===== config.mk =====
export PLATFORM = sky130hd
export DESIGN_NAME = regfl_2r1w
export DESIGN_NICKNAME = d
export VERILOG_FILES = /design/src/rtl/regfl_pkg.sv /design/src/rtl/regfl_rd_port.sv /design/src/rtl/regfl_2r1w.sv
export SDC_FILE = /design/constraint.sdc
export NUM_CORES = 1
export LEC_CHECK = 0
export CAP_MARGIN = 30
export CORE_ASPECT_RATIO = 1.25
export CORE_UTILIZATION = 45
export CTS_CLUSTER_DIAMETER = 60
export DETAILED_ROUTE_END_ITERATION = 6
export DONT_BUFFER_PORTS = 1
export SLEW_MARGIN = 10
export SYNTH_ARGS = -nofsm -noshare
export SYNTH_HDL_FRONTEND = slang
export SYNTH_SLANG_ARGS = --single-unit

===== constraint.sdc =====
create_clock -name clk -period 2.3 [get_ports clk]
set_clock_uncertainty 0.15 [all_clocks]
set_input_delay 0.345 -clock clk [delete_from_list [all_inputs] [get_ports clk]]
set_output_delay 0.345 -clock clk [all_outputs]
set_load 0.1 [all_outputs]

===== src/rtl/regfl_pkg.sv =====
// Shared types and helpers for the 2-read/1-write register file.
// byte_merge is used by both the storage write path and the read-port bypass.
package regfl_pkg;

    typedef enum logic [0:0] {
        IDLE  = 1'b0,
        CLEAR = 1'b1
    } state_t;

    localparam int BYTE       = 8;
    localparam int MAX_DATA_W = 512;
    localparam int MAX_LANES  = MAX_DATA_W / BYTE;

    // Operates at the widest supported word; callers zero-extend and truncate.
    function automatic logic [MAX_DATA_W-1:0] byte_merge(
        input logic [MAX_DATA_W-1:0] old_data,
        input logic [MAX_DATA_W-1:0] new_data,
        input logic [MAX_LANES-1:0]  be
    );
        logic [MAX_DATA_W-1:0] res;
        for (int k = 0; k < MAX_LANES; k++) begin
            res[k*BYTE +: BYTE] = be[k] ? new_data[k*BYTE +: BYTE] : old_data[k*BYTE +: BYTE];
        end
        return res;
    endfunction

endpackage


===== src/rtl/regfl_rd_port.sv =====
// Registered read port: selects clear-bypass zero, write bypass, or stored word.
module regfl_rd_port
    import regfl_pkg::*;
#(
    parameter int address_width = 3,
    parameter int data_width    = 64
) (
    input  logic                     clk,
    input  logic                     rst_b,
    input  logic                     re,
    input  logic [address_width-1:0] raddr,
    input  logic [data_width-1:0]    mem_word,
    input  logic                     byp_en,
    input  logic [address_width-1:0] waddr,
    input  logic [data_width-1:0]    byp_data,
    input  logic                     clr_en,
    input  logic [address_width-1:0] clr_addr,
    output logic [data_width-1:0]    rdata
);

    logic                  hit_clr;
    logic                  hit_byp;
    logic [data_width-1:0] rdata_next;

    // A register being zeroed this edge reads as zero; a register being written reads merged.
    always_comb begin
        hit_clr    = clr_en && (raddr == clr_addr);
        hit_byp    = byp_en && (raddr == waddr);
        rdata_next = mem_word;
        if (hit_clr) begin
            rdata_next = '0;
        end else if (hit_byp) begin
            rdata_next = byp_data;
        end
    end

    always_ff @(posedge clk or negedge rst_b) begin
        if (!rst_b) begin
            rdata <= '0;
        end else if (re) begin
            rdata <= rdata_next;
        end
    end

endmodule


===== src/rtl/regfl_2r1w.sv =====
// Register file, one byte-masked write port, two registered read ports, swept bulk clear.
// Build option: REGFL_ZERO_REG_EN hardwires register 0 to zero.
module regfl_2r1w
    import regfl_pkg::*;
#(
    parameter  int address_width  = 3,
    parameter  int register_count = 2**address_width,
    parameter  int data_width     = 64,
    localparam int lane_count     = data_width / BYTE
) (
    input  logic                     clk,
    input  logic                     rst_b,
    input  logic                     we,
    input  logic [address_width-1:0] waddr,
    input  logic [data_width-1:0]    wdata,
    input  logic [lane_count-1:0]    wbe,
    input  logic                     re_a,
    input  logic [address_width-1:0] raddr_a,
    output logic [data_width-1:0]    rdata_a,
    input  logic                     re_b,
    input  logic [address_width-1:0] raddr_b,
    output logic [data_width-1:0]    rdata_b,
    input  logic                     clear_req,
    output logic                     busy
);

    localparam logic [address_width-1:0] LAST_PTR = address_width'(register_count - 1);

    state_t                   state;
    logic [address_width-1:0] ptr;
    logic [data_width-1:0]    mem [register_count];
    logic                     write_ok;
    logic                     clearing;
    logic [data_width-1:0]    merged;
    logic [data_width-1:0]    word_a;
    logic [data_width-1:0]    word_b;

    function automatic logic addr_valid(input logic [address_width-1:0] addr);
`ifdef REGFL_ZERO_REG_EN
        return (32'(addr) < register_count) && (addr != '0);
`else
        return 32'(addr) < register_count;
`endif
    endfunction

    function automatic logic [data_width-1:0] read_word(input logic [address_width-1:0] addr);
        return addr_valid(addr) ? mem[addr] : '0;
    endfunction

    // clear_req in IDLE takes priority over a same-cycle write.
    assign clearing = (state == CLEAR);
    assign busy     = clearing;
    assign write_ok = (state == IDLE) && we && !clear_req && addr_valid(waddr);
    assign merged   = data_width'(byte_merge(MAX_DATA_W'(read_word(waddr)), MAX_DATA_W'(wdata),
                                             MAX_LANES'(wbe)));
    assign word_a   = read_word(raddr_a);
    assign word_b   = read_word(raddr_b);

    always_ff @(posedge clk or negedge rst_b) begin
        if (!rst_b) begin
            state <= IDLE;
            ptr   <= '0;
        end else begin
            case (state)
                IDLE: begin
                    if (clear_req) begin
                        state <= CLEAR;
                        ptr   <= '0;
                    end
                end
                CLEAR: begin
                    if (ptr == LAST_PTR) begin
                        state <= IDLE;
                        ptr   <= '0;
                    end else begin
                        ptr <= ptr + 1'b1;
                    end
                end
                default: begin
                    state <= IDLE;
                    ptr   <= '0;
                end
            endcase
        end
    end

    always_ff @(posedge clk or negedge rst_b) begin
        if (!rst_b) begin
            for (int i = 0; i < register_count; i++) begin
                mem[i] <= '0;
            end
        end else if (clearing) begin
            mem[ptr] <= '0;
        end else if (write_ok) begin
            mem[waddr] <= merged;
        end
    end

    regfl_rd_port #(
        .address_width(address_width),
        .data_width   (data_width)
    ) u_rd_a (
        .clk     (clk),
        .rst_b   (rst_b),
        .re      (re_a),
        .raddr   (raddr_a),
        .mem_word(word_a),
        .byp_en  (write_ok),
        .waddr   (waddr),
        .byp_data(merged),
        .clr_en  (clearing),
        .clr_addr(ptr),
        .rdata   (rdata_a)
    );

    regfl_rd_port #(
        .address_width(address_width),
        .data_width   (data_width)
    ) u_rd_b (
        .clk     (clk),
        .rst_b   (rst_b),
        .re      (re_b),
        .raddr   (raddr_b),
        .mem_word(word_b),
        .byp_en  (write_ok),
        .waddr   (waddr),
        .byp_data(merged),
        .clr_en  (clearing),
        .clr_addr(ptr),
        .rdata   (rdata_b)
    );

endmodule


**Yosys cells after proc, flatten, opt, wreduce, memory -nomap -nowiden**

Cells that the tools add are included.

- Register bits after elaboration: 644
- Bits in latches: 0
- Bits in writable memories: 0
- ROM bits: 0
- Output and inout bits: 129
- Logic and storage cells: 76
- Memories: 0

- Add/subtract/negate cells: 1
- Multipliers: 0
- Divide/modulo/power cells: 0
- Magnitude comparators: 6
- Eq/ne operators: 6
- Shift operators: 0
- Mux-type cells: 34
- Bitwise gates (word level): 7
- Reductions and logical operators: 10

Operators by type and width:

| kind | count |
|---|---|
| 512-bit 2-to-1 mux | 2 |
| 64-bit 2-to-1 mux | 12 |
| 64-bit binary-select mux with 3-bit select | 3 |
| 512-bit AND | 1 |
| 512-bit bitwise mux | 1 |
| 512-bit inverter | 1 |
| 64-bit demux with 3-bit select | 2 |
| 8-bit 2-to-1 mux | 8 |
| 4-bit greater-or-equal comparator, second input constant | 4 |
| 3-bit inverter with 4-bit output | 4 |
| 3-bit equality test | 4 |
| 1-bit logical AND | 8 |
| 4-bit by 1-bit < comparator with 1-bit output, second input constant | 2 |
| 3-bit 2-to-1 mux | 2 |
| 3-bit case mux with 2 select lines | 1 |
| 3-bit by 1-bit adder with 3-bit output, second input constant | 1 |
| 3-bit equality test, second input constant | 1 |
| 1-bit 2-to-1 mux | 2 |
| 2-bit inequality test, second input constant | 1 |
| 1-bit case mux with 2 select lines | 1 |
| 2-bit nonzero test | 1 |
| 1-bit logical NOT | 1 |
| 1-bit inverter | 1 |

**Logic depth before layout (Yosys ltp)**

- Depth after elaboration: 8
- Mapped depth: 10
- Depth with buffers taken out: 5

**Cells and area by module**

Synthesis repeated with hierarchy kept, for this count alone.

- Cells, all modules: 3777
- Area total of the unflattened synthesis: 42204.2 um^2

By module, submodules not included:

| module | instances | cells an instance | area an instance (um^2) |
|---|---|---|---|
| regfl_2r1w | 1 | 2733 | 33090.5 |
| regfl_rd_port | 2 | 522 | 4556.9 |

**Worst setup path after synthesis**

OpenSTA, ideal clock, no wires.

- Path type: register to register
- Start point: register state, in the netlist busy
- End point: register u_rd_b.rdata[10]
- Library setup time: 0.126 ns
- Data arrival time: 2.308 ns
- Slack: -0.284 ns
- Cell stages (with the launch flop): 7
- Path through: dfrtp_1 clkbuf_1 a41oi_1 nand2_1 clkbuf_1 nor2_1 a221o_1

- Longest elaborated chain between the ends: 6
- Elaborated cells between the ends (all ways): 7

RTL lines:

| item | RTL line | text |
|---|---|---|
| start, declared | regfl_2r1w.sv:29 | `state_t state;` |
| start signal, assigned | regfl_2r1w.sv:61 | `state <= IDLE;` |
| start signal, assigned | regfl_2r1w.sv:67 | `state <= CLEAR;` |
| start signal, assigned | regfl_2r1w.sv:73 | `state <= IDLE;` |
| 1-bit inverter | n/a |  |
| 1-bit logical AND (2 in a row) | regfl_2r1w.sv:53 | `assign write_ok = (state == IDLE) && we && !clear_req && addr_valid(waddr);` |
| 1-bit logical AND | regfl_rd_port.sv:28 | `hit_byp = byp_en && (raddr == waddr);` |
| 64-bit 2-to-1 mux | regfl_rd_port.sv:32 | `end else if (hit_byp) begin` |
| 64-bit 2-to-1 mux (*) | regfl_rd_port.sv:30 | `if (hit_clr) begin` |
| end signal, assigned | regfl_rd_port.sv:41 | `rdata <= rdata_next;` |
| end, declared | regfl_rd_port.sv:18 | `output logic [data_width-1:0] rdata` |

Mark *: on every way between the ends. The rest lies on a longest branch, timed or not.
A chain may end at the register's enable or synchronous reset.

==> flow_results.org <==
** Power
- Peak ir drop on the vdd network :: 0.523 mV
- The analysis attributes to cell leakage a power of 17.8 nW.
- Areal power density over the cells :: between 900 and 1000 mW/mm²
- Total power :: approximately 0.037 W

** Critical path
- STA classifies the critical path startpoint as an input port.
- Crit Path Max Fanout :: roughly 640
- In this run the critical register-to-register path is captured at u_rd_b.rdata[33]$_DFFE_PN0P_.
- Required time worst endpoint :: 2.05 ns
- Across all register-to-register paths, the minimum setup slack is 0.06 ns.
- In this run the critical register-to-register path is launched from mem[33]$_DFFE_PN0P_.
- Worst path arrival time :: 2.15 ns
- Worst Reg2Reg Path Length in Cells :: 5
- WS Path Type :: in2async
- Kind of end point of the critical path :: async pin
- In this run the worst setup path begins at rst_b.

** Drt
- Using the TritonRoute via totals, the vias-per-cell ratio works out to 7.52.
- Count of unresolved DRC violations after routing :: 0
- DR vias :: between 20000 and 30000
- Summed over all layers, the routed wires come to approximately 140 mm.
- Post-route ant nets :: 0
- The pre-antenna-repair detailed-routing pass consisted of 5 iterations.
- Number of violations reported at the end of detailed-routing iteration 0 :: about 3700
- Final routed wire length divided by cell count :: roughly 36 µm

** Hold path
- HP Class :: in2async

** Cells and area
- Share of final-layout standard cells stronger than drive strength 1 :: roughly a quarter
- Fill cells :: between 6000 and 7000
- The multi-input combinational cells in the finished layout cover a total of 0.0186 mm².
- With fillers left out, the area of the finished cells amounts to ~0.041 mm².
- Net count of the finished layout :: around 2800
- Summing all flip-flop and latch instances after layout gives around 0.016 mm².
- Synthesis-to-finish area growth :: 14.6%

** Placed design
- In this run the cell area measured after placement is approximately 0.038 mm².
- Worst setup slack before clock tree synthesis :: -0.0434 ns
- Detailed placement ended at an HPWL of 73.5 mm.
- At the end of routability-driven placement, the weighted congestion stood at around 0.83.
- Port Buffers :: 0

** Floorplanning
- Count of standard-cell rows :: between 100 and 150
- Placeable Area :: 0.0790 mm²
- Starting utilization of the core area :: 45.7%
- DIE WIDTH :: approximately 260 µm
- From bottom edge to top edge, the die measures ~320 µm.
- Top Ports :: ~220
- Die area :: ~0.081 mm²

** Global routing
- Entering global routing, the biggest net connects ~650 pins.
- Number of global-route vias before repair :: roughly 30000
- The number of antenna violations at the first check in global routing is 7.
- The first global-routing pass estimated between 200 and 250 mm of wire.
- The total overflow left after global routing is 0.
- Total routing usage reported by global routing :: about a third

** Clock tree
- CTS built an H-tree with a depth of 3.
- TritonCTS built the clock tree.
- Clock latency on the worst-skew pair, taken at its later pin, is about 0.65 ns.
- For this design, the sink count on the clock tree is 644.
- Number of buffers inserted for hold repair after clock tree synthesis :: between 70 and 80
- The clock passes through at most 3 buffers.
- Clock transition at the registers of the reported paths :: ~0.06 ns
- Number of CTS-inserted buffers :: 70
- Clock root buffer :: clkbuf_16

** Yosys
- When the netlist entered floorplanning its net count stood at approximately 2800.
- Synth top area cells :: dfrtp_1, mux4_2, a22o_1
- Synthesis handed over a netlist of roughly 2800 instances.
- The top cell type by area accounts for ~45% of the synthesized area.
- For this run, asynchronously set or reset flops after synthesis account for 100%.
- Primary FF master, synth :: dfrtp_1
- Synthesis warning total :: 0
- Number of different library cells in the post-synthesis netlist :: 52
- Part of the Yosys area used for sequential elements :: ~45%
- Average cell area after synthesis :: 13.1 µm²
- Number of enable flip-flop cells after synthesis :: 0
- After synthesis the cells add up to ~0.036 mm².
- Of all cell types, the one taking the most synthesized area is dfrtp_1.
- Number of flip-flops and latches in the synthesized netlist :: roughly 640

** Timing
- Worst max-slew margin expressed relative to the limit :: -141%
- Final Hold Fails :: around 390
- Final sum of negative setup slack :: -11.59 ns
- Upper clock frequency limit :: around 420 MHz
- The tightest hold path in the finished design has a slack of -0.743 ns.
- Setup ws final :: -0.0993 ns
- Of the available clock period, the critical path in the final layout requires 104%.
- The total count of max-transition violations in the final report was approximately 510.
- Final setup violation count :: 203
- Final worst path period need :: around 2.4 ns
- For the pin with the worst max-slew slack, the measured transition is around 3.6 ns.

** Status
- The checks that failed: hold timing, slew limit, setup timing.
- The run finished, with violations left.

** Job
- Across the run, the number of max-cap violations was 0.
[Yosys cell counts (2+ instances only)]
master	n
dfrtp_1	644
a22o_1	515
mux4_2	266
mux2i_1	210
nor2_1	154
a221o_1	143
buf_2	134
clkbuf_1	119
mux2_2	56
a221oi_1	44
buf_1	44
a21oi_1	41
nand2_1	39
a211oi_1	33
o21ai_0	32
nand3b_1	30
inv_1	25
nor2b_1	23
a21oi_2	22
o2bb2ai_1	21
or2_2	20
a22oi_1	18
a31oi_1	14
a2bb2oi_2	13
buf_4	12
xnor2_1	12
a32oi_2	10
o221ai_1	8
a31oi_2	5
buf_6	5
mux2_4	4
nor3_1	4
o22a_1	4
a32o_1	3
clkinv_1	3
o32a_1	3
a221oi_2	2
a32oi_1	2
a41oi_1	2
ha_1	2
nand4_1	2
nor3b_1	2
[how the worst max path moves through the flow]
stage / end / slack, ns / depth (start not counted)
2_1_floorplan: u_rd_b.rdata[26]$_DFFE_PN0P_ / 0.008 / 7
3_3_place_gp: mem[101]$_DFFE_PN0P_ / -0.09 / 6
3_5_place_dp: mem[125]$_DFFE_PN0P_ / -0.04 / 6
4_1_cts: mem[485]$_DFFE_PN0P_ / 0.03 / 5
5_1_grt: u_rd_b.rdata[55]$_DFFE_PN0P_ / -0.00004 / 5
6_report: u_rd_b.rdata[27]$_DFFE_PN0P_ / -0.1 / 0
[state kept, by name, indices dropped and copies added, names as in the netlist]
signal and cells:
busy 1, mem 512, ptr 3, u_rd_a.rdata 64, u_rd_b.rdata 64
[what timing repair did]
item                                     CTS  global route
cloned                                     0             0
endpoints found under the hold margin   1020           644
buffers inserted                           6             8
endpoints found under the setup margin    54           214
resized for setup                          1             4
pin swaps                                  0             0
[cell type report]
cell class	count	share of cell area (%)
antenna	4	0.0242
clock buffer	100	4.98
clock inverter	29	0.871
inverter	29	0.263
multi-input combinational	1768	45.1
sequential	644	39.0
tap	1053	3.19
timing repair buffer	226	6.62
[power breakdown]
| group | internal [W] | switching, W | leakage [nW] |
|---|---|---|---|
| Sequential | 0.0127 | 0.00349 | 8.95 |
| Clock | 0.00707 | 0.00504 | 1.19 |
| Combinational | 0.00415 | 0.00503 | 7.71 |
| Total | 0.0239 | 0.0136 | 17.8 |
[logic make-up (layout without fill, tap and decap cells)]
kind of cell    after synthesis  after routing  share of synthesized area (%)
buf+inv                     343            384                           4.26
fa+ha+maj                     2              2                         0.0693
other cells                   0              4                              0
flops                       644            644                           44.7
xor+xnor                     12             12                          0.291
compound gates              938            938                           22.8
mux                         536            536                           24.3
simple gates                280            280                           3.61
[metal layers]
layer / GRT usage (%) / vias up / wire length [µm] / share of wire [%]
li1: - / 11200 / - / -
met1: 44.2 / 15100 / 51700 / 37
met2: 52.3 / 2127 / 63800 / 46
met3: 8.40 / 521 / 15300 / 11
met4: 18.9 / 8 / 7910 / 5.7
met5: 0 / - / 58 / 0.042
[metrics by stage]
step | util (%) | std cells
floorplan | - | 2755
global placement | 47.8 | 3622
detailed placement | 48.1 | 3630
CTS | 52.2 | 3836
global route | 52.3 | 3851
finish | 52.3 | 3853
[placed cells by master (no fill, tap or decap), types with 21 or more instances in the layout]
cell type and instances:
dfrtp_1 643, a22o_1 515, mux4_2 266, mux2i_1 210, nor2_1 150, a221o_1 143
buf_4 84, clkbuf_16 73, dlygate4sd3_1 69, mux2_2 56, buf_12 55, a221oi_1 44
a21oi_1 40, nand2_1 36, a211oi_1 33, o21ai_0 32, nand3b_1 30, o2bb2ai_1 21
inv_1 21
(Power assumes the default switching activity.)
